File: src/rtl/uart_rx_fifo.sv
// -----------------------------------------------------------------------------
// uart_rx_fifo
// Receive-side byte buffer placed directly after the UART receiver. Each push
// strobe stores one received byte in a first-word-fall-through FIFO. The host
// pops bytes with a single-cycle read strobe. A sticky flag records bytes that
// were lost because the FIFO was full.
//
// Parameters
//   D_BIT   data word width (matches the receiver's data width)
//   ADDR_W  address width; the FIFO depth is 2**ADDR_W entries
//
// Ports
//   clk       in   system clock, rising edge
//   rst       in   asynchronous active-low reset
//   wr        in   push strobe (receiver rx_done_tick), one push per high cycle
//   w_data    in   byte to push, sampled only when wr=1
//   rd        in   pop strobe, one pop per high cycle
//   ovf_clr   in   clears the sticky overflow flag
//   r_data    out  head-of-FIFO word, valid whenever empty=0
//   empty     out  no entries stored
//   full      out  2**ADDR_W entries stored
//   level     out  number of stored entries, 0..2**ADDR_W
//   overflow  out  sticky, set when a push is dropped
// -----------------------------------------------------------------------------
module uart_rx_fifo #(
   parameter int D_BIT  = 8,
   parameter int ADDR_W = 4
) (
   input  logic              clk,
   input  logic              rst,
   input  logic              wr,
   input  logic [D_BIT-1:0]  w_data,
   input  logic              rd,
   input  logic              ovf_clr,
   output logic [D_BIT-1:0]  r_data,
   output logic              empty,
   output logic              full,
   output logic [ADDR_W:0]   level,
   output logic              overflow
);

   localparam logic [ADDR_W:0] DEPTH     = (ADDR_W+1)'(2**ADDR_W);
   localparam logic [ADDR_W:0] LVL_ZERO  = (ADDR_W+1)'(0);
   localparam logic [ADDR_W:0] LVL_ONE   = (ADDR_W+1)'(1);
   localparam logic [ADDR_W-1:0] PTR_ONE = ADDR_W'(1);

   logic [D_BIT-1:0]  mem_r [2**ADDR_W];
   logic [ADDR_W-1:0] wp_r;
   logic [ADDR_W-1:0] rp_r;
   logic [ADDR_W:0]   level_r;
   logic              empty_r;
   logic              full_r;
   logic              overflow_r;

   logic              push_ok_s;
   logic              pop_ok_s;
   logic              drop_s;
   logic [ADDR_W:0]   level_nxt_s;

   // Decode which of the requested operations actually take effect this cycle.
   // A push into a full FIFO is still accepted when a pop frees the head slot
   // in the same cycle; a pop on an empty FIFO is ignored even if a push
   // arrives alongside it (no bypass).
   always_comb begin
      push_ok_s = wr & (~full_r | rd);
      pop_ok_s  = rd & ~empty_r;
      drop_s    = wr & full_r & ~rd;
   end

   // Next occupancy: +1 on push only, -1 on pop only, otherwise unchanged.
   always_comb begin
      level_nxt_s = level_r;
      case ({push_ok_s, pop_ok_s})
         2'b10:   level_nxt_s = level_r + LVL_ONE;
         2'b01:   level_nxt_s = level_r - LVL_ONE;
         default: level_nxt_s = level_r;
      endcase
   end

   // Storage array; deliberately not reset, contents are qualified by level.
   always_ff @(posedge clk) begin
      if (push_ok_s) begin
         mem_r[wp_r] <= w_data;
      end
   end

   // Pointers, occupancy and the flags derived from it, all registered so the
   // flags never glitch and have no combinational path from wr/rd.
   always_ff @(posedge clk or negedge rst) begin
      if (!rst) begin
         wp_r    <= '0;
         rp_r    <= '0;
         level_r <= LVL_ZERO;
         empty_r <= 1'b1;
         full_r  <= 1'b0;
      end else begin
         if (push_ok_s) begin
            wp_r <= wp_r + PTR_ONE;
         end
         if (pop_ok_s) begin
            rp_r <= rp_r + PTR_ONE;
         end
         level_r <= level_nxt_s;
         empty_r <= (level_nxt_s == LVL_ZERO);
         full_r  <= (level_nxt_s == DEPTH);
      end
   end

   // Sticky overflow: a dropped push wins over a coincident clear.
   always_ff @(posedge clk or negedge rst) begin
      if (!rst) begin
         overflow_r <= 1'b0;
      end else if (drop_s) begin
         overflow_r <= 1'b1;
      end else if (ovf_clr) begin
         overflow_r <= 1'b0;
      end else begin
         overflow_r <= overflow_r;
      end
   end

   assign r_data   = mem_r[rp_r];
   assign empty    = empty_r;
   assign full     = full_r;
   assign level    = level_r;
   assign overflow = overflow_r;

endmodule

File: config.mk
export PLATFORM = sky130hd
export DESIGN_NAME = uart_rx_fifo
export DESIGN_NICKNAME = d
export VERILOG_FILES = /design/src/rtl/uart_rx_fifo.sv
export SDC_FILE = /design/constraint.sdc
export NUM_CORES = 1
export LEC_CHECK = 0
export ABC_AREA = 1
export CORE_MARGIN = 4
export CORE_UTILIZATION = 35
export CTS_CLUSTER_DIAMETER = 200
export DETAILED_ROUTE_END_ITERATION = 10
export SETUP_SLACK_MARGIN = 0.2
export SYNTH_ARGS = -nofsm -noshare
export SYNTH_HDL_FRONTEND = slang
export SYNTH_SLANG_ARGS = --single-unit
File: constraint.sdc
create_clock -name clk -period 5.45 [get_ports clk]
set_input_delay 0.545 -clock clk [delete_from_list [all_inputs] [get_ports clk]]
set_output_delay 0.545 -clock clk [all_outputs]
set_load 0.02 [all_outputs]
==> results of run 1 <==
## synth_stat cells, drive strengths merged
| cell type | number |
|---|---|
| edfxtp | 128 |
| nor2 | 68 |
| nand2 | 39 |
| o21ai | 36 |
| mux2i | 25 |
| o221ai | 25 |
| inv | 22 |
| nand3 | 20 |
| dfrtp | 15 |
| buf | 11 |
| clkbuf | 11 |
| ha | 7 |
| o211ai | 7 |
| o32ai | 7 |
| xor2 | 7 |
| nand4 | 4 |
| a21oi | 2 |
| clkinv | 1 |
| dfstp | 1 |
| nand3b | 1 |
| or2 | 1 |
| xnor2 | 1 |
## worst min path at each step
stage,to,slack [ps],cells past startpoint
floorplan,full$_DFF_PN0_,250,0
global placement,rp_r[1]$_DFFE_PN0P_,480,2
detailed placement,rp_r[1]$_DFFE_PN0P_,490,2
CTS,rp_r[1]$_DFFE_PN0P_,520,2
global route,rp_r[1]$_DFFE_PN0P_,540,2
finish,rp_r[1]$_DFFE_PN0P_,520,2
## sequential cells by signal (all words and copies together), names as in the netlist
| signal | cells |
|---|---|
| mem_r | 128 |
| level | 5 |
| rp_r | 4 |
| wp_r | 4 |
| empty | 1 |
| full | 1 |
| overflow | 1 |
## routing by layer
layer  wire length (um)  share of wire (%)
met5                  0                  0
met1               6130                 46
met2               5970                 45
met3                880                6.7
met4                214                1.6
## final cells by class
type | count | area, um^2 | share of cell area [%]
clock buffers | 20 | 467 | 6.64
clock inverters | 12 | 129 | 1.83
inverters | 23 | 86.3 | 1.23
multi-input cells | 250 | 1530 | 21.7
flip-flops and latches | 144 | 4250 | 60.4
well taps | 220 | 275 | 3.92
repair buffers | 30 | 295 | 4.20
## stage by stage
stage               utilization [%]  hold WS, ps  cells  cell area (um^2)
finish                         42.2          524    699              7030
global route                   42.2          536    699              7030
CTS                            42.2          517    699              7030
detailed placement             38.6          494    667              6430
global placement               38.6          481    667              6430
floorplan                         -          249    439              5960
## power breakdown
group	total [mW]	switching, mW	internal, mW
clock	1.15	0.440	0.711
sequential	1.53	0.170	1.36
combinational	1.25	0.778	0.473
## critical path: cells and delay by family, from the launching register on
family | cells | cell delay [ps]
and+or+nand+nor | 3 | 510
buffers and inverters | 2 | 1110
DFF | 1 | 1030
AOI/OAI and AO/OA | 1 | 220
## cells in the final DEF, fill, tap and decap left out, drive strengths merged, types with 4 or more instances in the layout
cell	synthesis	routed
clkbuf	11	20
clkdlybuf4s50	0	28
clkinv	1	8
dfrtp	15	15
edfxtp	128	128
ha	7	7
inv	22	25
mux2i	25	25
nand2	39	39
nand3	20	20
nand4	4	4
nor2	68	68
o211ai	7	7
o21ai	36	36
o221ai	25	25
o32ai	7	7
xor2	7	7
## cell families after synthesis
kind of cell               after synthesis  share of synthesized area, %
buffers and inverters                   45                          3.11
AOI/OAI and AO/OA                       77                          8.84
muxes                                   25                          4.20
xor gates and xnor gates                 8                          1.30
and+or+nand+nor                        133                          9.81
adders and majority gates                7                          1.47
DFF                                    144                          71.3
==> out/results.tsv, run 1 <==
metric	value	unit
Post-Synthesis Cell Area	0.00596	mm^2
number of global-route vias before repair	3648	
Final Worst Setup Slack	1610	ps
HPWL after DPL	8280	um
# rows	47	
CTS tree	done	
slowest CP cell	dfrtp_2	
die height	138	um
Synth area leaders	edfxtp_1, dfrtp_1, mux2i_1	
Fin Clk Skew	10.1	ps
Die Wd	138	um
Hold Startpoint	rp_r[1]$_DFFE_PN0P_	
Post-Syn Instances	439	
post-synth top area share	64.5	%
remaining antenna violation count	0	
Filler cells	1516	
slew at the pin with the worst max-slew slack	1000	ps
total global routing overflow	0	
CP max FO	48	
Max Fclk	260	MHz
Area Growth Syn to Fin	17.9	%
crit-path cells	inv_2 -> nor2_1 -> o221ai_1 -> nand3_1 -> nand2_1 -> clkdlybuf4s50_1	
maximum vdd drop	0.362	mV
Final min period	3840	ps
R2R cell count	9	
GRT Util Overall	14.4	%
Worst EP required	4910	ps
Mapped Nets	459	
GR Util met1	20.1	%
deepest clock path buffer count	2	
CP max stage delay	1030	ps
hold crit path type	flop to flop	
Global Route met2 Usage	21.2	%
period utilization	70.5	%
hold_buf cts	0	
pre-CTS setup slack	2050	ps
Yosys top cell by area	edfxtp_1	
Setup Fix Bufs, Post-CTS	0	
first-pass GRT wire length	21000	um
final hold violations	0	
Reg-to-Reg Start	full$_DFF_PN0_	
RSZ-0062 raised after global routing	false	
Slew Limit Fails	0	
busiest grt layer	met2	
max-cap violations	0	
Seq/Total Area, Yosys	71.3	%
Initial DRC Count	330	
status	complete, no violations	
layout cells sized above 1	10.4	%
capture point of the worst path	r_data[5]	
core box area	0.0166	mm^2
CP Class	flop to primary output	
Tot Pwr	3.93	mW
nets	486	
Ports	29	
Finish-stage setup viols	0	
cts repair resizes	0	
Routed WL per cell	18.9	um
CP startpoint kind	flop	
reg2reg end	full$_DFF_PN0_	
clk slew on worst S/H paths	60	ps
worst skew pair latency	420	ps
number of detailed-route iterations in the first pass	4	
Worst slew margin	33.2	%
gpl congestion	0.807	
Ant. Diodes	0	
Detailed Route WL	13200	um
initial antenna violation count	0	
synthesized area per cell	13.6	um^2
Sinks on Clock Net	144	
final setup TNS	0	ps
# port buffers	28	
Yosys cell types	32	
P_leak	2.46	nW
routed via count	3626	
largest net degree at the start of global routing	66	
Root Buffer	clkbuf_16	
#FFs+latches synth	144	
CP arrival	3300	ps
crit end category	primary output	
Worst setup startpoint	rp_r[0]$_DFFE_PN0P_	
initial core utilization	35.8	%
Die ar.	0.0192	mm^2
Remaining DRCs	0	
met3 GRT Util	4.83	%
CTS buffer count	17	
Yosys warnings	0	
Cell Pwr Density	559	mW/mm^2
Worst R2R Setup Slack	3230	ps
H-tree depth	4	
post-DR vias/cell	5.19	
Note: power is estimated with default switching activity, not from simulation.
==> run 2, diff against run 1 <==
- clock period: 5.45 -> 3.1 ns (I/O delays scaled with it)
==> out/results.tsv, run 2 (synthesized netlist as in run 1, its figures left out) <==
metric	value	unit
Multi-input gate area	0.00154	mm^2
Fin Clk Skew	6.32	ps
clk slew on worst S/H paths	60	ps
HPWL after DPL	8670	um
slew at the pin with the worst max-slew slack	816	ps
Worst EP required	2790	ps
pre-CTS setup slack	442	ps
most frequent cells in the layout	edfxtp_1, nor2_1, o21ai_0, nand2_1, clkdlybuf4s50_1	
maximum vdd drop	0.510	mV
number of global-route vias before repair	3741	
remaining antenna violation count	0	
CTS tree	done	
Reg with most FFs	mem_r	
CP startpoint kind	flop	
max reg flops	128	
CP arrival	2490	ps
crit end category	primary output	
Final min period	2800	ps
Sinks on Clock Net	144	
core box area	0.0166	mm^2
max-cap violations	0	
final setup TNS	0	ps
status	complete, no violations	
first-pass GRT wire length	21200	um
reg2reg end	full$_DFF_PN0_	
Root Buffer	clkbuf_16	
hold_buf cts	0	
Storage cell area	0.00425	mm^2
design area	0.00724	mm^2
Worst R2R Setup Slack	1000	ps
GRT Util Overall	14.5	%
number of detailed-route iterations in the first pass	5	
# rows	47	
CP max FO	28	
P_leak	2.57	nW
CTS buffer count	17	
Post-DP Area	0.00654	mm^2
Remaining DRCs	0	
initial antenna violation count	0	
total global routing overflow	0	
routed via count	3682	
Ports	29	
layout cells sized above 1	14.1	%
CP Class	flop to primary output	
Filler cells	1477	
post-DR vias/cell	5.14	
# port buffers	28	
RSZ-0062 raised after global routing	true	
Initial DRC Count	244	
Cell Pwr Density	992	mW/mm^2
H-tree depth	4	
most common cell after layout, fill and taps aside	edfxtp_1	
Slew Limit Fails	0	
nets	503	
initial core utilization	35.8	%
Die Wd	138	um
Worst slew margin	45.4	%
Finish-stage setup viols	0	
Area Growth Syn to Fin	21.5	%
period utilization	90.3	%
Die ar.	0.0192	mm^2
Final Worst Setup Slack	301	ps
worst skew pair latency	410	ps
Detailed Route WL	13600	um
final hold violations	0	
hold crit path type	input port to asynchronous set/reset pin	
Ant. Diodes	0	
R2R cell count	12	
WHS	353	ps
Reg-to-Reg Start	empty$_DFF_PN1_	
deepest clock path buffer count	2	
gpl congestion	0.837	
Routed WL per cell	19.0	um
die height	138	um
largest net degree at the start of global routing	41	
Max Fclk	357	MHz
## run 2: cell count changes in the layout (fill, tap and decap cells not counted), moves of 2 or more
cell / change
clkdlybuf4s50_1: -2
dlymetal6s2s_1: +2
clkinv_2: -4
clkinvlp_4: +4
buf_4: +12
buf_6: +2
buf_12: +2
clkbuf_8: -3
## run 2: worst max-delay path: stages (launching register included)
cell             delay (ps)
dfrtp_4                 540
inv_4                   160
buf_12                  200
nor2_1                   60
o221ai_1                300
o211ai_1                140
nand2_1                  80
clkdlybuf4s50_1         600
## run 2: how the worst max path moves through the flow
stage,from,end,slack [ps],depth (start not counted)
after floorplan,full$_DFF_PN0_,full$_DFF_PN0_,1050,9
after global placement,rp_r[1]$_DFFE_PN0P_,r_data[1],450,6
after detailed placement,rp_r[1]$_DFFE_PN0P_,r_data[1],440,6
after CTS,rp_r[1]$_DFFE_PN0P_,r_data[0],220,5
after global routing,rp_r[0]$_DFFE_PN0P_,r_data[7],200,6
final,rp_r[0]$_DFFE_PN0P_,r_data[4],300,7
## run 2: per-layer routing
layer  track usage, %  up-vias  share of wire (%)
li1                 -     1718                  -
met1             19.7     1829                 45
met2             22.5      123                 48
met3             4.25       12                5.7
met4             4.89        0                1.3
met5                0        -                  0
## run 2: report_power, final
| part | switching (mW) | internal (mW) | total [mW] |
|---|---|---|---|
| clock network | 0.806 | 1.28 | 2.08 |
| logic | 1.56 | 0.965 | 2.53 |
| registers | 0.173 | 2.39 | 2.57 |
| total | 2.54 | 4.63 | 7.17 |
## run 2: final cells by class
class / instances / area share [%]
clock buffers: 17 / 5.88
repair buffers: 47 / 6.47
multi-input cells: 250 / 21.3
clock inverters: 15 / 2.54
well taps: 220 / 3.80
inverters: 23 / 1.23
flip-flops and latches: 144 / 58.7
## run 2: repair_timing
item,4_1_cts,5_1_grt
setup buffers,3,1
endpoints found under the setup margin,8,8
endpoints found under the hold margin,0,0
resized for setup,7,5
## run 2: metrics by stage
stage | utilization (%) | cells | total power [mW]
2_1_floorplan | - | 439 | 4.12
3_3_place_gp | 39.3 | 680 | 4.95
3_5_place_dp | 39.3 | 680 | 5.01
4_1_cts | 43.3 | 715 | 7.18
5_1_grt | 43.5 | 716 | 7.57
6_report | 43.5 | 716 | 7.17
==> run 3, diff against run 2 <==
- GPL_ROUTABILITY_DRIVEN: not set -> 1
- RECOVER_POWER: not set -> 100
==> out/results.tsv, run 3 (synthesized netlist as in run 1, its figures left out) <==
metric	value	unit
status	complete, no violations	
max reg flops	128	
number of global-route vias before repair	3741	
core box area	0.0166	mm^2
# port buffers	28	
first-pass GRT wire length	21200	um
period utilization	92.1	%
R2R cell count	8	
P_leak	2.52	nW
crit end category	primary output	
Cell Pwr Density	987	mW/mm^2
Remaining DRCs	0	
Area Growth Syn to Fin	20.2	%
WHS	432	ps
CP arrival	2540	ps
hold crit path type	input port to asynchronous set/reset pin	
worst skew pair latency	410	ps
Tot Pwr	7.07	mW
Root Buffer	clkbuf_16	
H-tree depth	4	
Worst R2R Setup Slack	830	ps
maximum vdd drop	0.502	mV
Die ar.	0.0192	mm^2
deepest clock path buffer count	2	
nets	503	
Finish-stage setup viols	0	
Reg-to-Reg Start	empty$_DFF_PN1_	
gpl congestion	0.837	
Detailed Route WL	13600	um
Max Fclk	350	MHz
GRT Util Overall	14.5	%
Ports	29	
Ant. Diodes	0	
slew at the pin with the worst max-slew slack	831	ps
CP startpoint kind	flop	
Worst EP required	2790	ps
most frequent cells in the layout	edfxtp_1, nor2_1, nand2_1	
initial antenna violation count	0	
routed via count	3693	
Sinks on Clock Net	144	
Worst slew margin	44.4	%
HPWL after DPL	8670	um
Worst setup startpoint	rp_r[0]$_DFFE_PN0P_	
CTS tree	done	
die height	138	um
Final min period	2850	ps
CP Class	flop to primary output	
Initial DRC Count	271	
Routed WL per cell	19.0	um
RSZ-0062 raised after global routing	true	
largest net degree at the start of global routing	41	
CTS buffer count	17	
remaining antenna violation count	0	
CP max FO	28	
clk slew on worst S/H paths	60	ps
total global routing overflow	0	
# rows	47	
reg2reg end	full$_DFF_PN0_	
Fin Clk Skew	5.41	ps
number of detailed-route iterations in the first pass	4	
initial core utilization	35.8	%
layout cells sized above 1	11.5	%
post-DR vias/cell	5.16	
Slew Limit Fails	0	
max-cap violations	0	
final setup TNS	0	ps
Die Wd	138	um
final hold violations	0	
Reg with most FFs	mem_r	
hold_buf cts	0	
most common cell after layout, fill and taps aside	edfxtp_1	
## run 3: cell types whose count changed in the layout (fill, tap and decap cells not counted), moves of 2 or more
cell	previous run	this run
dlymetal6s2s_1	2	0
clkbuf_1	0	11
dlygate4sd3_1	0	23
clkdlybuf4s50_1	26	3
buf_4	14	5
## run 3: worst max-delay path by stage
stage	to
floorplan	full$_DFF_PN0_
global placement	r_data[1]
detailed placement	r_data[1]
CTS	r_data[0]
global route	r_data[2]
finish	r_data[7]
## run 3: per-stage QoR
stage / instance area [um^2] / util [%] / setup WS (ps) / std cells
after CTS: 7210 / 43.3 / 216 / 715
after detailed placement: 6540 / 39.3 / 442 / 680
after floorplan: 5960 / - / 1050 / 439
after global placement: 6540 / 39.3 / 447 / 680
after global routing: 7160 / 43.0 / 97.8 / 716
final: 7160 / 43.0 / 246 / 716
## run 3: layer usage
layer  wire [um]  global-route usage, %  vias up
met5           0                      0        -
li1            -                      -     1721
met3         782                   4.25       13
met2        6450                   22.5      124
met1        6180                   19.7     1835
met4         198                   4.89        0
## run 3: repair_timing
item | in CTS | in global routing
gates resized for setup | 7 | 5
setup endpoints to repair | 8 | 8
buffers inserted | 3 | 1
## run 3: cell type report
type / count / area (um^2)
Fill cell: 1496 / 9480
Sequential cell: 144 / 4250
Multi-Input combinational cell: 250 / 1520
Clock buffer: 17 / 425
Timing Repair Buffer: 47 / 417
Tap cell: 220 / 275
Clock inverter: 15 / 184
Inverter: 23 / 88.8
## run 3: power breakdown
part           internal [mW]  leakage (nW)  total [mW]  switching [mW]
combinational          0.875         0.888        2.43            1.55
clock                   1.28         0.286        2.08           0.806
sequential              2.39          1.34        2.56           0.166
## run 3: critical path, stage by stage, from the launching register on
cell and delay, ps:
dfrtp_4 540, inv_4 160, buf_12 200, nor2_1 60
o221ai_1 240, nand3_1 140, nand2_1 120, dlygate4sd3_1 680
